--- config.mk ---
export PLATFORM = sky130hd
export DESIGN_NAME = inst_encoder
export DESIGN_NICKNAME = d
export VERILOG_FILES = /design/src/rtl/inst_encoder_pkg.sv /design/src/rtl/inst_packer.sv /design/src/rtl/inst_encoder.sv
export VERILOG_INCLUDE_DIRS = /design/src /design/src/rtl
export SDC_FILE = /design/constraint.sdc
export NUM_CORES = 1
export LEC_CHECK = 0
export CAP_MARGIN = 20
export CORE_ASPECT_RATIO = 1.4
export CORE_UTILIZATION = 40
export CTS_CLUSTER_DIAMETER = 30
export DETAILED_ROUTE_END_ITERATION = 6
export PLACE_DENSITY = 0.71
export SLEW_MARGIN = 30
export SYNTH_ARGS = -nofsm -noshare
export SYNTH_HDL_FRONTEND = slang
export SYNTH_SLANG_ARGS = --single-unit
--- constraint.sdc ---
create_clock -name clk -period 4.1 [get_ports clk]
set_clock_uncertainty 0.2 [all_clocks]
set_input_delay 0.615 -clock clk [delete_from_list [all_inputs] [get_ports clk]]
set_output_delay 0.615 -clock clk [all_outputs]
set_load 0.03 [all_outputs]
--- src/rtl/inst_opcodes.sv ---
// RV32I major opcode values shared across the encoder slice.
// Guarded so it can be both compiled on its own and pulled into the package.
`ifndef INST_OPCODES_SV
`define INST_OPCODES_SV
`define OPC_LUI       7'b0110111
`define OPC_AUIPC     7'b0010111
`define OPC_JAL       7'b1101111
`define OPC_JALR      7'b1100111
`define OPC_BRANCH    7'b1100011
`define OPC_LOAD      7'b0000011
`define OPC_STORE     7'b0100011
`define OPC_ARITH_IMM 7'b0010011
`define OPC_ARITH     7'b0110011
`define OPC_SYSTEM    7'b1110011
`endif

--- src/rtl/inst_encoder_pkg.sv ---
// Shared types and constants for the RV32I instruction encoder.
package inst_encoder_pkg;
`include "inst_opcodes.sv"

    localparam logic [6:0] OP_LUI       = `OPC_LUI;
    localparam logic [6:0] OP_AUIPC     = `OPC_AUIPC;
    localparam logic [6:0] OP_JAL       = `OPC_JAL;
    localparam logic [6:0] OP_JALR      = `OPC_JALR;
    localparam logic [6:0] OP_BRANCH    = `OPC_BRANCH;
    localparam logic [6:0] OP_LOAD      = `OPC_LOAD;
    localparam logic [6:0] OP_STORE     = `OPC_STORE;
    localparam logic [6:0] OP_ARITH_IMM = `OPC_ARITH_IMM;
    localparam logic [6:0] OP_ARITH     = `OPC_ARITH;
    localparam logic [6:0] OP_SYSTEM    = `OPC_SYSTEM;

    localparam logic [31:0] ECALL_INST = 32'h0000_0073;

    typedef enum logic {
        RUN  = 1'b0,
        DONE = 1'b1
    } state_t;

    // True when v, read as two's complement, fits in a signed field of 'bits' width.
    function automatic logic fits_signed(input logic [31:0] v, input int unsigned bits);
        logic signed [31:0] lim;
        lim = 32'sd1 <<< (bits - 32'd1);
        return ($signed(v) >= -lim) && ($signed(v) < lim);
    endfunction
endpackage

--- src/rtl/inst_packer.sv ---
// Combinational RV32I field packer: places fields per format and flags
// immediates that cannot be represented, plus unknown opcodes.
module inst_packer
    import inst_encoder_pkg::*;
(
    input  logic [6:0]  opcode,
    input  logic [4:0]  rd,
    input  logic [4:0]  rs1,
    input  logic [4:0]  rs2,
    input  logic [2:0]  funct3,
    input  logic [6:0]  funct7,
    input  logic [31:0] imm,
    output logic [31:0] inst,
    output logic        legal
);
    always_comb begin
        inst  = '0;
        legal = 1'b0;
        case (opcode)
            OP_ARITH: begin
                inst  = {funct7, rs2, rs1, funct3, rd, opcode};
                legal = 1'b1;
            end
            OP_ARITH_IMM, OP_LOAD, OP_JALR: begin
                inst  = {imm[11:0], rs1, funct3, rd, opcode};
                legal = fits_signed(imm, 12);
            end
            OP_STORE: begin
                inst  = {imm[11:5], rs2, rs1, funct3, imm[4:0], opcode};
                legal = fits_signed(imm, 12);
            end
            OP_BRANCH: begin
                inst  = {imm[12], imm[10:5], rs2, rs1, funct3, imm[4:1], imm[11], opcode};
                legal = fits_signed(imm, 13) && !imm[0];
            end
            OP_LUI, OP_AUIPC: begin
                inst  = {imm[31:12], rd, opcode};
                legal = (imm[11:0] == 12'h000);
            end
            OP_JAL: begin
                inst  = {imm[20], imm[10:1], imm[11], imm[19:12], rd, opcode};
                legal = fits_signed(imm, 21) && !imm[0];
            end
            // Every SYSTEM request is treated as ECALL; the operand fields are don't-care.
            OP_SYSTEM: begin
                inst  = ECALL_INST;
                legal = 1'b1;
            end
            default: ;
        endcase
    end
endmodule

--- src/rtl/inst_encoder.sv ---
// Streaming RV32I encoder: one-deep output register with ready/valid on both
// sides, address tagging, error/encode counters and a RUN/DONE stop on ECALL.
module inst_encoder
    import inst_encoder_pkg::*;
#(
    parameter logic [31:0] BASE_ADDR = 32'h0000_0000
) (
    input  logic        clk,
    input  logic        reset,
    input  logic        restart,
    input  logic        in_valid,
    output logic        in_ready,
    input  logic [6:0]  in_opcode,
    input  logic [4:0]  in_rd,
    input  logic [4:0]  in_rs1,
    input  logic [4:0]  in_rs2,
    input  logic [2:0]  in_funct3,
    input  logic [6:0]  in_funct7,
    input  logic [31:0] in_imm,
    output logic        out_valid,
    input  logic        out_ready,
    output logic [31:0] out_inst,
    output logic [31:0] out_addr,
    output logic        err,
    output logic [15:0] enc_count,
    output logic [15:0] err_count
);
    state_t      state;
    logic [31:0] pk_inst;
    logic        pk_legal;
    logic        accept;
    logic        out_fire;

    inst_packer u_packer (
        .opcode (in_opcode),
        .rd     (in_rd),
        .rs1    (in_rs1),
        .rs2    (in_rs2),
        .funct3 (in_funct3),
        .funct7 (in_funct7),
        .imm    (in_imm),
        .inst   (pk_inst),
        .legal  (pk_legal)
    );

    assign in_ready = (state == RUN) && (!out_valid || out_ready);
    assign accept   = in_valid && in_ready;
    assign out_fire = out_valid && out_ready;

    // out_addr always names the slot of the pending (or next) output, so it
    // only advances on an output handshake.
    always_ff @(posedge clk or posedge reset) begin
        if (reset) begin
            state     <= RUN;
            out_valid <= 1'b0;
            out_inst  <= '0;
            out_addr  <= BASE_ADDR;
            err       <= 1'b0;
            enc_count <= '0;
            err_count <= '0;
        end else begin
            err <= 1'b0;
            if (restart) begin
                state     <= RUN;
                out_valid <= 1'b0;
                out_addr  <= BASE_ADDR;
            end else begin
                if (out_fire) begin
                    out_valid <= 1'b0;
                    out_addr  <= out_addr + 32'd4;
                    if (enc_count != 16'hFFFF)
                        enc_count <= enc_count + 16'd1;
                end
                // A same-cycle acceptance overrides the clear above: no bubble.
                if (accept) begin
                    if (pk_legal) begin
                        out_valid <= 1'b1;
                        out_inst  <= pk_inst;
                        if (in_opcode == OP_SYSTEM)
                            state <= DONE;
                    end else begin
                        err <= 1'b1;
                        if (err_count != 16'hFFFF)
                            err_count <= err_count + 16'd1;
                    end
                end
            end
        end
    end
endmodule
After elaboration in Yosys (flattened, before gate mapping)
Index checks and enable logic that the tools add are counted.
Word-level totals
  output and inout bits: 99
  word-level logic and storage cells: 70
  flip-flop bits (word level): 99
Cells by class
  order comparisons: 6
  bitwise logic cells: 3
  reduce and logical (&&, ||, !) cells: 24
  add/sub/neg operators: 3
  equal/unequal tests: 12
  multiplexer cells: 15
Operators with widths (count)
  32-bit one-hot mux with 7 select lines: 1
  32-bit two-way mux: 2
  16-bit by 1-bit adder with 16-bit output (second input constant): 2
  32-bit by 3-bit adder with 32-bit output (second input constant): 1
  32-bit by 12-bit >= comparator with 1-bit output (second input constant): 1
  32-bit by 13-bit >= comparator with 1-bit output (second input constant): 1
  32-bit by 21-bit >= comparator with 1-bit output (second input constant): 1
  32-bit by 13-bit less-than comparator with 1-bit output (second input constant): 1
  32-bit by 14-bit less-than comparator with 1-bit output (second input constant): 1
  32-bit by 22-bit less-than comparator with 1-bit output (second input constant): 1
  16-bit != test (second input constant): 2
  7-bit equality test (second input constant): 4
  7-bit by 6-bit equality test with 1-bit output (second input constant): 3
  7-bit by 5-bit equality test with 1-bit output (second input constant): 2
  12-bit zero test: 1
  1-bit two-way mux: 11
  3-bit AND reduction: 3
  1-bit logical AND: 8
  2-bit nonzero test: 4
  7-bit by 2-bit equality test with 1-bit output (second input constant): 1
  1-bit one-hot mux with 5 select lines: 1
  4-bit AND reduction: 1
  2-bit OR reduction: 2
  4-bit OR reduction: 1
  other kinds (4): 7

Logic depth before layout (Yosys ltp)
  depth after elaboration: 7
  depth in mapped cells: 8
  gate-level depth less buffers: 6

Cells and area by module
A second synthesis with hierarchy kept.
Unflattened totals
  cells, all modules: 508
  area, all modules: 5246.3 sq um
By module, submodules not included
  inst_encoder: seq. area each 2427.3 sq um, area each 4460.5 sq um, cells an instance 392, instances 1
  inst_packer: seq. area each 0.0 sq um, area each 785.8 sq um, cells an instance 116, instances 1

Worst setup path before layout
OpenSTA, ideal clock, no wires.
  path type: input to register
  start point: input in_imm[15]
  end point: register out_inst[12]
  arrival time: 2.343 ns
  setup slack: 1.432 ns
  cell stages on the path: 7
  required time: 3.775 ns
  cells stage by stage: or4_1 > nor2_1 > o21ai_1 > a211oi_4 > o31ai_2 > buf_6 > mux2_4
Between the ends
  longest elaborated chain between the ends: 5
Ends and longest elaborated chain
  start, declared: line inst_encoder.sv:19  | input logic [31:0] in_imm,
  32-bit by 21-bit >= comparator with 1-bit output (tied with other cells): line inst_encoder_pkg.sv:27  | return ($signed(v) >= -lim) && ($signed(v) < lim);
  1-bit logical AND: line inst_encoder_pkg.sv:27
  1-bit logical AND (on tied branches): line inst_packer.sv:42, inst_packer.sv:34
  1-bit one-hot mux with 5 select lines *: line inst_packer.sv:19  | case (opcode)
  3-bit AND reduction (no line) *
  end signal, assigned: line inst_encoder.sv:78  | out_inst <= pk_inst;
  end, declared: line inst_encoder.sv:22  | output logic [31:0] out_inst,
Mark *: on every way between the ends. The rest lies on a longest branch, timed or not.
A chain may end at the register's enable or synchronous reset.

Final worst setup path
  start point: input in_opcode[6]
  end point: register out_inst[10]
Between the ends
  longest elaborated chain between the ends: 4
Ends and longest elaborated chain
  start, declared: line inst_encoder.sv:13  | input logic [6:0] in_opcode,
  7-bit by 5-bit equality test with 1-bit output (tied with other cells): line inst_packer.sv:19
  4-bit OR reduction (no line) (tied with other cells)
  1-bit one-hot mux with 5 select lines: line inst_packer.sv:19
  3-bit AND reduction (no line)
Several ways; a longest one is shown, not always the timed one.

==> impl_metrics.csv <==
group,metric,value,unit
routing,antenna_left,0,
floorplan,start_util,41.25,%
clock_network,insertion_delay,0.34,ns
layout,diodes,0,
layout,nNetsFinal,744,
timing,fin_tns_setup,0,ns
routing,drc,12,
setup_path,path_max_fanout,21,
logic_synthesis,synth_mux_area_share,8.002,%
hold_path,min_path_type,"flop to flop",
timing,period_needed,3.216,ns
clock_network,cts_htree_levels,3,
logic_synthesis,ys_types,51,
setup_path,start_kind,"input pin",
grt,grt_pass1_wl,22670,um
grt,grt_busiest_layer,"met2",
clock_network,clk_pin_slew,0.07,ns
routing,drt_first_pass_iters,7,
placement,dp_hpwl,10590,um
timing,hold_violations,0,
grt,met1_usage,24.32,%
logic_synthesis,syn_area,5129,um2
clock_network,root_buffer,"clkbuf_16",
grt,grt_usage,21.16,%
grt,antenna_found_initial,0,
clock_network,ctsResizeCount,0,
logic_synthesis,synth_top_family_by_area,"simple AND/OR/NAND/NOR gates",
pwr,p_leak,0.003252,uW
grt,grt_pass1_vias,4646,
routing,drt-initial-drc-count,149,
floorplan,boundaryPins,168,
grt,grt_max_degree,70,
logic_synthesis,synth-edff-count,0,
setup_path,path_class,"input pin to flop",
logic_synthesis,synth_compound_area_share,9.075,%
layout,synthToLayoutAreaGrowth,41.11,%
layout,nFillCells,1094,
logic_synthesis,yosysWarningCount,0,
grt,use_met3,3.445,%
logic_synthesis,avgSynthCellArea,10.18,um2
layout,final_area,7237,um2
routing,viasPerCell,5.499,
layout,drive_gt1_share,8.272,%
pwr,irDropWorstVdd,0.0002270,V
placement,pre_cts_slack,0.6113,ns
setup_path,crit_arrival,3.24,ns
setup_path,required,4.12,ns
routing,vias,4548,
routing,avgRoutedWirePerCell,16.85,um
logic_synthesis,synthArstFlopShare,100.0,%
flow_run,maxCapViolCount,0,
floorplan,die_w,97.70,um
timing,setup_slack,0.8840,ns
logic_synthesis,yosys.area.top_type,"dfrtp_1",
floorplan,core_area,12430,um2
floorplan,rows,48,
logic_synthesis,synthSimpleGateAreaFrac,22.13,%
clock_network,cts_buffer_depth,2,
setup_path,critPathCaptureType,"flop",
outcome,violations,"design-rule violations",
clock_network,cts_tree,"yes",
pwr,power_density,315.0,nW/um2
clock_network,holdBufCountCts,0,
timing,rsz0062_at_grt,"no",
outcome,outcome,"complete, but fails checks",
routing,wl,13940,um
grt,grt_overflow,0,
timing,slew_viol_final,0,
logic_synthesis,synth-seq-area-share,47.33,%
placement,port_buffers,165,
clock_network,cts_setup_buffers,0,
timing,fin_crit_sh,78.44,%
timing,max_slew_margin,47.90,%
timing,timing.fmax,0.3109,GHz
clock_network,cts.sinks,97,
logic_synthesis,ys_seq_elements,97,
timing,finalSetupViolations,0,
logic_synthesis,ys_top_cells_by_area,"dfrtp_1 47%, xor2_1 5.8%, mux2_4 5.0%",
floorplan,die_h,136.0,um
logic_synthesis,synth_xor_area_share,9.222,%
timing,tightest_slew,0.7749,ns
logic_synthesis,syn_inst,504,
logic_synthesis,synth_fa_ha_area_share,0.7319,%
logic_synthesis,synth_top_cell_area_share,47.33,%
clock_network,cts-buffers-inserted,9,
placement,dpl-instance-area,6957,um2
grt,grt_use_met2,39.72,%
logic_synthesis,yosys_most_used_dff,"dfrtp_1",
placement,gp_congestion,0.8796,
floorplan,die-area,13290,um2
## Yosys cell counts, drive strengths merged (5+ instances only)
cell / count
a21oi: 13
or3: 6
clkbuf: 10
o21ai: 11
mux2i: 11
nand2b: 5
dfrtp: 97
nor2: 46
nor3: 18
a222oi: 10
and4: 7
buf: 9
nand2: 40
nand4: 23
xnor2: 20
a22o: 13
nor4: 17
mux2: 21
xor2: 34
inv: 20
nand3: 22
and3: 16
## worst max-delay path: stages
cell and delay, ns:
clkdlybuf4s50_1 0.79, nor2b_2 0.31, and4_1 0.36, o21ai_1 0.15, a211oi_4 0.34, o31ai_4 0.09
buf_4 0.25, mux2_4 0.33
## final cells by class
class / count / area, um2 / share of cell area [%]
well taps: 150 / 187.7 / 2.593
flip-flops and latches: 97 / 2427 / 33.54
repair buffers: 175 / 1727 / 23.86
clock buffers: 9 / 225.2 / 3.112
multi-input cells: 369 / 2537 / 35.06
inverters: 20 / 80.08 / 1.107
clock inverters: 7 / 52.55 / 0.7261
## metrics by stage
stage          utilization [%]  total power, uW  std cells  hold slack, ns
3_5_place_dp             55.96             1499        811          0.2737
6_report                 58.21             2280        827          0.2911
4_1_cts                  58.19             2312        827          0.2947
5_1_grt                  58.21             2379        827          0.2988
2_1_floorplan                -             1276        505          0.3478
3_3_place_gp             55.96             1492        811          0.2782
## final timing paths
| path | start | to | slack (ns) | cells past startpoint |
|---|---|---|---|---|
| max | in_opcode[6] | out_inst[10]$_DFFE_PP0P_ | 0.88 | 8 |
| min | out_inst[0]$_DFFE_PP0P_ | out_inst[0]$_DFFE_PP0P_ | 0.29 | 1 |
| max reg2reg | enc_count[3]$_DFFE_PP0P_ | enc_count[9]$_DFFE_PP0P_ | 1.67 | 6 |
| min reg2reg | out_inst[0]$_DFFE_PP0P_ | out_inst[0]$_DFFE_PP0P_ | 0.29 | 1 |
| max in group asynchronous | reset | err_count[12]$_DFFE_PP0P_ | 2.46 | 3 |
| min in group asynchronous | reset | out_inst[9]$_DFFE_PP0P_ | 0.53 | 2 |
## cells by family (layout without fill, tap and decap cells)
group | count (synthesis) | after routing
and+or+nand+nor | 217 | 217
DFF | 97 | 97
AOI/OAI and AO/OA | 61 | 61
xor gates and xnor gates | 54 | 54
buffers and inverters | 39 | 211
muxes | 32 | 32
adders and majority gates | 3 | 3
other | 1 | 2
## state kept, by name (all words and copies together), names as in the netlist
name and count:
err 1, err_count 16, out_addr 30, out_inst 32
out_valid 1, state 1, enc_count 16
## power breakdown
| group | total [uW] | switching [uW] | internal (uW) |
|---|---|---|---|
| combinational | 423 | 233 | 190 |
| sequential | 1060 | 54.2 | 1000 |
| clock | 798 | 381 | 417 |
## layer usage
metal | share of wire [%] | up-vias
li1 | - | 2155
met1 | 40 | 2229
met5 | 0 | -
met3 | 4.6 | 12
met4 | 1.2 | 0
met2 | 55 | 152
## cell usage in the layout, fill, tap and decap left out, types with 2 or more instances in the layout
cell / instances
buf_4: 10
mux2i_1: 11
o21ai_0: 9
o21ai_1: 2
mux2_2: 4
nor3_1: 18
or2_2: 2
and2_1: 3
clkdlybuf4s50_1: 165
nor3b_1: 2
nand2_1: 40
nor2_1: 46
clkbuf_16: 9
and3_1: 16
nand3_1: 22
nor4_1: 17
a21oi_1: 13
nor2b_1: 3
dfrtp_1: 97
a22o_1: 13
ha_1: 3
or3_1: 6
xor2_1: 34
mux2_4: 17
nand4_1: 23
xnor2_1: 20
or4_1: 2
a222oi_1: 10
a22oi_1: 2
and4_1: 7
nand2b_1: 5
clkinv_2: 2
inv_6: 4
inv_1: 19
conb_1: 2
o31ai_1: 2
Power figures use the tool's default switching activity.
